<file path="src/rtl/tone_pkg.sv">
// Shared constants for the tone organ note sequencer: note divider table,
// auto-sequencer state encoding and the reset divider value.
package tone_pkg;

  typedef enum logic [1:0] {
    ST_IDLE = 2'd0,
    ST_PLAY = 2'd1,
    ST_GAP  = 2'd2
  } state_e;

  localparam logic [31:0] DEFAULT_DIV = 32'd47801;
  localparam logic [2:0]  LAST_NOTE   = 3'd7;

  // Half-period counts for a 50 MHz clock, Do (index 0) up to Do' (index 7)
  localparam logic [31:0] NOTE_DIV [0:7] = '{
    32'd47801, 32'd42589, 32'd37936, 32'd35816,
    32'd31928, 32'd28409, 32'd25329, 32'd23900
  };

  function automatic logic [31:0] note_div(input logic [2:0] idx);
    return NOTE_DIV[idx];
  endfunction

endpackage

</file>
<file path="src/rtl/tone_note_sequencer_if.sv">
// Control/status bundle between the organ front panel (master) and the
// note sequencer (slave).
interface tone_note_sequencer_if;

  logic [2:0]  sw_note;
  logic        auto_mode;
  logic        start;
  logic        stop;
  logic        loop;
  logic [31:0] div_clk_count;
  logic        tone_en;
  logic [2:0]  note_idx;
  logic        busy;
  logic        note_strobe;

  modport master (
    output sw_note, auto_mode, start, stop, loop,
    input  div_clk_count, tone_en, note_idx, busy, note_strobe
  );

  modport slave (
    input  sw_note, auto_mode, start, stop, loop,
    output div_clk_count, tone_en, note_idx, busy, note_strobe
  );

endinterface

</file>
<file path="src/rtl/tone_note_rom.sv">
// Note index to clock-divider half-period count lookup (combinational).
module tone_note_rom
  import tone_pkg::*;
(
  input  logic [2:0]  idx_i,
  output logic [31:0] count_o
);

  assign count_o = note_div(idx_i);

endmodule

</file>
<file path="src/rtl/tone_note_sequencer.sv">
// Tone organ control stage: manual note select or timed auto playback of the
// Do..Do' scale, driving the divider half-period count and the tone gate.
module tone_note_sequencer
  import tone_pkg::*;
#(
  parameter int unsigned NOTE_CYCLES = 25_000_000,
  parameter int unsigned GAP_CYCLES  = 2_500_000
) (
  input  logic                  inclk,
  input  logic                  Reset,
  tone_note_sequencer_if.slave  bus
);

  localparam logic [31:0] NOTE_LAST = 32'(NOTE_CYCLES - 1);
  localparam logic [31:0] GAP_LAST  = 32'(GAP_CYCLES - 1);

  state_e      state_q;
  logic [31:0] timer_q;
  logic [31:0] timer_d;
  logic [31:0] div_q;
  logic        tone_q;
  logic [2:0]  idx_q;
  logic        busy_q;
  logic        strobe_q;

  logic [2:0]  rom_idx_s;
  logic [31:0] rom_count_s;

  // Single ROM shared by both paths: manual takes the switches, auto takes
  // the note about to start (0 from IDLE, idx+1 from GAP, wrapping 7->0).
  always_comb begin
    timer_d   = timer_q + 32'd1;
    rom_idx_s = bus.sw_note;
    if (!bus.auto_mode) begin
      rom_idx_s = bus.sw_note;
    end else if (state_q == ST_IDLE) begin
      rom_idx_s = 3'd0;
    end else begin
      rom_idx_s = idx_q + 3'd1;
    end
  end

  tone_note_rom u_rom (
    .idx_i   (rom_idx_s),
    .count_o (rom_count_s)
  );

  // Auto-play FSM, note timer and all registered outputs
  always_ff @(posedge inclk or negedge Reset) begin
    if (!Reset) begin
      state_q  <= ST_IDLE;
      timer_q  <= 32'd0;
      div_q    <= DEFAULT_DIV;
      tone_q   <= 1'b0;
      idx_q    <= 3'd0;
      busy_q   <= 1'b0;
      strobe_q <= 1'b0;
    end else if (!bus.auto_mode) begin
      state_q  <= ST_IDLE;
      timer_q  <= 32'd0;
      div_q    <= rom_count_s;
      idx_q    <= bus.sw_note;
      tone_q   <= 1'b1;
      busy_q   <= 1'b0;
      strobe_q <= 1'b0;
    end else begin
      strobe_q <= 1'b0;
      case (state_q)
        ST_IDLE: begin
          tone_q  <= 1'b0;
          busy_q  <= 1'b0;
          timer_q <= 32'd0;
          if (bus.start && !bus.stop) begin
            state_q  <= ST_PLAY;
            busy_q   <= 1'b1;
            idx_q    <= rom_idx_s;
            div_q    <= rom_count_s;
            tone_q   <= 1'b1;
            strobe_q <= 1'b1;
          end
        end
        ST_PLAY: begin
          if (bus.stop) begin
            state_q <= ST_IDLE;
            busy_q  <= 1'b0;
            tone_q  <= 1'b0;
            timer_q <= 32'd0;
          end else if (timer_q == NOTE_LAST) begin
            state_q <= ST_GAP;
            tone_q  <= 1'b0;
            timer_q <= 32'd0;
          end else begin
            timer_q <= timer_d;
          end
        end
        ST_GAP: begin
          if (bus.stop) begin
            state_q <= ST_IDLE;
            busy_q  <= 1'b0;
            tone_q  <= 1'b0;
            timer_q <= 32'd0;
          end else if (timer_q == GAP_LAST) begin
            timer_q <= 32'd0;
            // Loop is only consulted at the end of the final note's gap
            if ((idx_q != LAST_NOTE) || bus.loop) begin
              state_q  <= ST_PLAY;
              idx_q    <= rom_idx_s;
              div_q    <= rom_count_s;
              tone_q   <= 1'b1;
              strobe_q <= 1'b1;
            end else begin
              state_q <= ST_IDLE;
              busy_q  <= 1'b0;
            end
          end else begin
            timer_q <= timer_d;
          end
        end
        default: begin
          state_q <= ST_IDLE;
          busy_q  <= 1'b0;
          tone_q  <= 1'b0;
          timer_q <= 32'd0;
        end
      endcase
    end
  end

  assign bus.div_clk_count = div_q;
  assign bus.tone_en       = tone_q;
  assign bus.note_idx      = idx_q;
  assign bus.busy          = busy_q;
  assign bus.note_strobe   = strobe_q;

endmodule

</file>
<file path="src/flat_wrapper.sv">
// flat-port wrapper written by rule: the top's interface ports become plain ports
module tone_note_sequencer_flat import tone_pkg::*;
#(
  parameter int unsigned NOTE_CYCLES = 25_000_000,
  parameter int unsigned GAP_CYCLES  = 2_500_000
)
  (inclk, Reset, bus_sw_note, bus_auto_mode, bus_start, bus_stop, bus_loop, bus_div_clk_count, bus_tone_en, bus_note_idx, bus_busy, bus_note_strobe);
  tone_note_sequencer_if bus_i ();
  input  logic inclk;
  input  logic Reset;
  input wire logic [$bits(bus_i.sw_note)-1:0] bus_sw_note;
  input wire logic [$bits(bus_i.auto_mode)-1:0] bus_auto_mode;
  input wire logic [$bits(bus_i.start)-1:0] bus_start;
  input wire logic [$bits(bus_i.stop)-1:0] bus_stop;
  input wire logic [$bits(bus_i.loop)-1:0] bus_loop;
  output wire logic [$bits(bus_i.div_clk_count)-1:0] bus_div_clk_count;
  output wire logic [$bits(bus_i.tone_en)-1:0] bus_tone_en;
  output wire logic [$bits(bus_i.note_idx)-1:0] bus_note_idx;
  output wire logic [$bits(bus_i.busy)-1:0] bus_busy;
  output wire logic [$bits(bus_i.note_strobe)-1:0] bus_note_strobe;
  assign bus_i.sw_note = bus_sw_note;
  assign bus_i.auto_mode = bus_auto_mode;
  assign bus_i.start = bus_start;
  assign bus_i.stop = bus_stop;
  assign bus_i.loop = bus_loop;
  assign bus_div_clk_count = bus_i.div_clk_count;
  assign bus_tone_en = bus_i.tone_en;
  assign bus_note_idx = bus_i.note_idx;
  assign bus_busy = bus_i.busy;
  assign bus_note_strobe = bus_i.note_strobe;
  tone_note_sequencer #(.NOTE_CYCLES(NOTE_CYCLES), .GAP_CYCLES(GAP_CYCLES)) u_core (.inclk(inclk), .Reset(Reset), .bus(bus_i));
endmodule
</file>
<file path="config.mk">
export PLATFORM = sky130hd
export DESIGN_NAME = tone_note_sequencer_flat
export DESIGN_NICKNAME = d
export VERILOG_FILES = /design/src/rtl/tone_pkg.sv /design/src/rtl/tone_note_sequencer_if.sv /design/src/rtl/tone_note_rom.sv /design/src/rtl/tone_note_sequencer.sv /design/src/flat_wrapper.sv
export SDC_FILE = /design/constraint.sdc
export NUM_CORES = 1
export LEC_CHECK = 0
export BUFFER_PORTS_ARGS = -buffer_cell sky130_fd_sc_hd__buf_2
export CAP_MARGIN = 20
export CORE_MARGIN = 2
export CORE_UTILIZATION = 57
export CTS_BUF_LIST = sky130_fd_sc_hd__clkbuf_16
export DETAILED_ROUTE_END_ITERATION = 10
export GPL_TIMING_DRIVEN = 0
export PLACE_DENSITY = 0.87
export SLEW_MARGIN = 15
export SYNTH_ARGS = -nofsm -noshare
export SYNTH_HDL_FRONTEND = slang
export SYNTH_SLANG_ARGS = --single-unit
</file>
<file path="constraint.sdc">
create_clock -name inclk -period 2.7 [get_ports inclk]
set_input_delay 0.135 -clock inclk [delete_from_list [all_inputs] [get_ports inclk]]
set_output_delay 0.135 -clock inclk [all_outputs]
set_load 0.02 [all_outputs]
</file>
==> results.yml, run 1 <==
status:
  status: "completed"
synth:
  synth-xor-area-share_pct: 8.32
  synth-edff-count: 0
  synthesis.area_um2: 3160
  synth_compound_area_share_pct: 5.43
  synth_cell_types: 46
  synth_top_family_by_area: "simple AND/OR/NAND/NOR gates"
  yosysWarnings: 0
  synth_top_area_cell: "dfrtp_1"
  synthSimpleGateAreaFrac_pct: 22.3
  synth_fa_ha_area_share_pct: 5.15
  ys.flop_type: "dfrtp_1"
  syn_inst: 314
  syn_area_per_cell_um2: 10.1
  synth_area_leaders: "dfrtp_1 35%, dfstp_2 8.3%, xor2_1 6.4%"
  synth_seq_cells: 54
  muxShareOfSynthArea_pct: 7.97
  synth_top_area_share_pct: 34.9
  ys_seq_area_share_pct: 43.2
  async_flop_share_pct: 100
global_route:
  grt_max_degree: 29
  grt_pass1_vias: 2338
  antenna_found_initial: 0
  overflow: 0
  grt_first_pass_wirelength_um: 10500
  grtUsageTotal_pct: 21.5
worst_setup_path:
  endpoint_kind: "register"
  critPathKind: "register to register"
  arrival_ns: 2.66
  crit_required_ns: 2.87
  crit_start: "u_core.state_q[0]"
  reg2reg_from: "u_core.state_q[0]"
  cp-start-kind: "register"
  cp_max_fo: 9
clock_tree:
  cts.sinks: 54
  cts_root_buf: "clkbuf_16"
  clock_path_buffers: 2
  post_cts_buffers: 0
  insertion_delay_ns: 0.29
  cts_buffers: 5
  clk_pin_slew_worst_paths_ns: 0.07
  cts_tree: "yes"
  h-tree-depth: 2
route:
  drt-pass1-iter-count: 4
  ant_nets: 0
  wire_per_inst_um: 13.9
  drt-total-wl_um: 6120
  viasPerCell: 5.36
  vias: 2364
  detail_route.drc_violations: 0
  drtIter0Drc: 95
sta:
  worst_pin_slew_ns: 0.897
  setup_violations: 0
  setup_slack_ns: 0.210
  period_needed_ns: 2.49
  fin_tns_setup_ns: 0
  rsz0062_at_grt: "false"
  maxSlewHeadroom_pct: 39.6
  hold_viol: 0
  drv_slew: 0
  fmax_mhz: 402
  period_share_pct: 92.2
  hold_slack_ns: 0.165
  clock-skew-final_ns: 0.00515
place:
  gp_congestion: 0.877
  hpwlAfterDp_um: 4530
  place_worst_setup_slack_ns: 0.267
  port_buffers: 29
final_layout:
  nNetsFinal: 390
  fillers: 407
  diodes: 0
  area_delta_synth_final_pct: 14.6
  multi_input_area_um2: 1620
  register_area_um2: 1360
  utilization_pct: 66.5
  drive_above_1_share_pct: 25.5
floorplanning:
  initial_core_util_pct: 58.0
  dieWidth_um: 78.4
  die_h_um: 78.4
  dieArea_um2: 6150
  rows: 27
  core-area_um2: 5440
  ios: 47
power:
  power.density_nw_per_um2: 624
  p_total_mw: 2.26
  p_leak_nw: 1.63
  peakVddDrop_v: 0.000326
min_path:
  hp-start: "bus_start"
  min_path_type: "input port to register"
flow_run:
  maxCapViolCount: 0
power by group:
group          switching, mW  internal (mW)  total (mW)  leakage (nW)
registers             0.0614          0.946        1.01         0.705
clock network          0.265          0.334       0.599        0.0776
logic                  0.385          0.265       0.650         0.846
cell type report:
class	instances	share of cell area, %
multi-input combinational	239	44.6
sequential	54	37.7
buffer	26	5.43
timing repair buffer	31	4.84
clock buffer	5	3.46
tap	72	2.49
inverter	11	1.14
clock inverter	3	0.311
cell families after synthesis:
logic type / count (synthesis)
AND/OR/NAND/NOR: 135
AO/OA/AOI/OAI: 21
multiplexers: 23
other: 1
flip-flops: 54
XOR/XNOR: 30
buffers and inverters: 37
adder cells (fa/ha/maj): 13
cell usage after synthesis, drive strengths merged, types with 7 or more instances:
cell	number
inv	11
dfstp	10
buf	23
xor2	23
nand3	20
mux2	17
nand2	21
nor2	41
dfrtp	44
nand4	11
xnor2	7
ha	13
nor3	7
and3	10
layer usage:
layer / wire length [um] / global-route usage [%] / part of all wire [%]
met4: 100 / 9.47 / 1.6
met1: 2730 / 26.5 / 45
met5: 0 / 0 / 0
met2: 3020 / 37.4 / 49
met3: 266 / 3.33 / 4.3
through the flow:
step,cells,area (um2)
3_5_place_dp,432,3470
3_3_place_gp,431,3450
5_1_grt,441,3620
6_report,441,3620
2_1_floorplan,330,3220
4_1_cts,441,3620
critical path, cell delays in order, from the launching register on:
cell	delay, ns
dfrtp_1	0.43
inv_1	0.11
ha_1	0.15
clkbuf_1	0.31
nor2_1	0.09
mux2i_1	0.31
inv_1	0.19
ha_1	0.23
mux2_2	0.27
mux2_2	0.27
path summary, 6_finish.rpt:
| check | slack (ns) | depth (start not counted) | endpoint |
|---|---|---|---|
| worst max-delay path | 0.21 | 9 | u_core.bus.div_clk_count[2] |
| worst min-delay path | 0.16 | 3 | u_core.bus.busy |
| worst max register to register | 0.21 | 9 | u_core.bus.div_clk_count[2] |
| worst min register to register | 0.48 | 2 | u_core.bus.div_clk_count[3] |
| max in group asynchronous | 1.67 | 3 | u_core.bus.div_clk_count[9] |
| min in group asynchronous | 0.40 | 2 | u_core.bus.div_clk_count[10] |
sequential cells by signal (all words and copies together) (netlist names):
| name | count |
|---|---|
| u_core.timer_q | 32 |
| u_core.state_q | 2 |
| u_core.bus.tone_en | 1 |
| u_core.bus.note_idx | 3 |
| u_core.bus.note_strobe | 1 |
| u_core.bus.div_clk_count | 14 |
| u_core.bus.busy | 1 |
layout by cell type (no fill, tap or decap), types with 2 or more instances in the layout:
| cell type | count |
|---|---|
| dfrtp_1 | 44 |
| nor2_1 | 41 |
| buf_2 | 30 |
| xor2_1 | 23 |
| nand2_1 | 21 |
| nand3_1 | 19 |
| buf_4 | 18 |
| mux2_2 | 17 |
| conb_1 | 17 |
| inv_1 | 14 |
| ha_1 | 13 |
| nand4_1 | 11 |
| and3_1 | 10 |
| dfstp_2 | 10 |
| xnor2_1 | 7 |
| mux2i_1 | 6 |
| nor3_1 | 6 |
| o21ai_0 | 6 |
| clkbuf_16 | 5 |
| nor4_1 | 4 |
| nand2b_1 | 4 |
| buf_6 | 4 |
| a21boi_0 | 4 |
| clkbuf_1 | 3 |
| nor2b_1 | 3 |
| nand4b_1 | 3 |
| nand3b_1 | 2 |
| nor4b_1 | 2 |
| nor3b_1 | 2 |
repair_timing:
| action | in CTS | in global routing |
|---|---|---|
| endpoints found under the setup margin | 0 | 0 |
| hold buffers | 1 | 0 |
| gates resized for setup | 0 | 0 |
| endpoints found under the hold margin | 19 | 0 |
(Power assumes the default switching activity.)
==> run 2: changes to the inputs <==
--- a/config.mk
+++ b/config.mk
@@ -14,4 +14,5 @@
 export GPL_TIMING_DRIVEN = 0
 export PLACE_DENSITY = 0.87
+export REMOVE_ABC_BUFFERS = 1
 export SLEW_MARGIN = 15
 export SYNTH_ARGS = -nofsm -noshare
==> constraint.sdc (replaced) <==
create_clock -name inclk -period 2.7 [get_ports inclk]
set_input_delay 0.27 -clock inclk [delete_from_list [all_inputs] [get_ports inclk]]
set_output_delay 0.27 -clock inclk [all_outputs]
set_load 0.02 [all_outputs]
==> run 2 against run 1 <==
Net effect: combinational power down 7.4%; cell count down 5.9%; routed wire length is 8.0% lower; clock skew is 0.0063 ns higher; register-to-register slack better by 0.07 ns; largest cell class unchanged; global-route usage down 1.4 points; worst hold slack got worse by 0.18 ns; flip-flop and latch count did not move; the flow now finishes with violations (hold timing); via count decreased by 5.0%; setup slack gained 0.071 ns.
==> results.yml, run 2 (synthesis gave the netlist of run 1 again) <==
status:
  status: "complete, but fails checks"
  violations: "hold timing"
floorplanning:
  initial_core_util_pct: 58.0
  ios: 47
  dieWidth_um: 78.4
  dieArea_um2: 6150
  die_h_um: 78.4
  core-area_um2: 5440
  rows: 27
final_layout:
  largest_register_ffs: 32
  mostFrequentLayoutCells: "44 x dfrtp_1, 41 x nor2_1, 29 x buf_2"
  diodes: 0
  nNetsFinal: 364
  final_common_cell: "dfrtp_1"
  area_delta_synth_final_pct: 8.96
  top_register: "u_core.timer_q"
  drive_above_1_share_pct: 22.4
worst_setup_path:
  cp_max_fo: 17
  endpoint_kind: "register"
  crit_required_ns: 2.87
  reg2reg_slack_ns: 0.28
  arrival_ns: 2.59
  cp-start-kind: "register"
  rr_endpoint: "u_core.bus.div_clk_count[10]"
  reg2reg_from: "u_core.state_q[0]"
  critPathKind: "register to register"
  r2r_cells: 6
sta:
  fin_tns_setup_ns: 0
  period_needed_ns: 2.42
  rsz0062_at_grt: "false"
  setup_violations: 0
  clock-skew-final_ns: 0.0114
  drv_slew: 0
  period_share_pct: 89.6
  hold_viol: 20
  maxSlewHeadroom_pct: 37.9
  fmax_mhz: 413
  worst_pin_slew_ns: 0.932
  hold_slack_ns: -0.0184
clock_tree:
  cts_tree: "yes"
  clock_path_buffers: 2
  cts.sinks: 54
  cts_root_buf: "clkbuf_16"
  insertion_delay_ns: 0.30
  h-tree-depth: 2
  clk_pin_slew_worst_paths_ns: 0.07
  cts_buffers: 5
  post_cts_buffers: 0
route:
  ant_nets: 0
  drt-pass1-iter-count: 4
  wire_per_inst_um: 13.6
  viasPerCell: 5.41
  detail_route.drc_violations: 0
  drtIter0Drc: 107
  vias: 2246
  drt-total-wl_um: 5630
global_route:
  grt_pass1_vias: 2144
  grt_first_pass_wirelength_um: 9890
  grtUsageTotal_pct: 20.1
  antenna_found_initial: 0
  grt_max_degree: 33
  globalRouteMet3Util_pct: 3.56
  busiest_layer: "met2"
  use_met1_pct: 27.1
  gr-usage-met2_pct: 32.9
  overflow: 0
power:
  p_leak_nw: 1.49
  power.density_nw_per_um2: 651
  peakVddDrop_v: 0.000427
  p_total_mw: 2.24
place:
  port_buffers: 29
  hpwlAfterDp_um: 4070
  gp_congestion: 0.851
min_path:
  min_path_type: "input port to async pin"
flow_run:
  maxCapViolCount: 0
-- run 2: changes by cell type in the layout (fill, tap and decap cells not counted), sizes merged --
| cell | change |
|---|---|
| buf | -22 |
| inv | -3 |
| clkbuf | -3 |
| clkinv | +2 |
| clkinvlp | +1 |
| dlygate4sd3 | -1 |
-- run 2: per-stage QoR --
stage / instances / area (um2) / hold WS (ns) / utilization (%) / setup slack (ns)
after floorplan: 304 / 3020 / -0.0256 / - / 0.360
final: 415 / 3440 / -0.0184 / 63.2 / 0.281
after global routing: 415 / 3440 / 0.0348 / 63.2 / 0.160
after CTS: 415 / 3440 / 0.00210 / 63.2 / 0.197
after detailed placement: 407 / 3290 / 0.320 / 60.5 / 0.204
after global placement: 405 / 3260 / 0.460 / 59.9 / 0.0530
-- run 2: power by group --
group / total, mW / internal [mW] / switching (mW) / leakage, nW
Clock: 0.632 / 0.344 / 0.288 / 0.0698
Combinational: 0.602 / 0.234 / 0.369 / 0.715
Sequential: 1.00 / 0.945 / 0.0589 / 0.705
-- run 2: worst max-delay path: stages, from the launching register on --
cell and delay (ns):
dfrtp_1 0.43, inv_1 0.10, ha_1 0.33, mux2i_1 0.22, nor3_1 0.07, a21oi_2 0.72
mux2_2 0.41
-- run 2: area by class of cell --
class                   count  area (um2)
clock buffers               5         125
clock inverters             3        21.3
fillers                   423        2000
inverters                  11        41.3
multi-input cells         239        1630
flip-flops and latches     54        1360
well taps                  72        90.1
repair buffers             31         173
-- run 2: worst max-delay path by stage --
stage	startpoint	to	slack [ns]	depth (start not counted)
floorplan	u_core.bus.note_idx[0]	u_core.bus.div_clk_count[2]	0.36	6
global placement	u_core.timer_q[11]	u_core.timer_q[27]	0.05	5
detailed placement	u_core.bus.note_idx[0]	u_core.bus.div_clk_count[2]	0.20	6
CTS	u_core.bus.note_idx[0]	u_core.bus.div_clk_count[2]	0.20	6
global route	u_core.state_q[0]	u_core.bus.div_clk_count[8]	0.16	6
finish	u_core.state_q[0]	u_core.bus.div_clk_count[10]	0.28	6
-- run 2: layer usage --
layer | vias to the layer above | share of wire, %
met5 | - | 0
met4 | 0 | 1.9
met3 | 9 | 3.7
met2 | 56 | 49
met1 | 1084 | 45
li1 | 1097 | -
-- run 2: repair_timing --
item	4_1_cts	5_1_grt
setup endpoints to repair	0	1
gates resized for setup	0	1
endpoints found under the hold margin	0	0
hold buffers	0	0
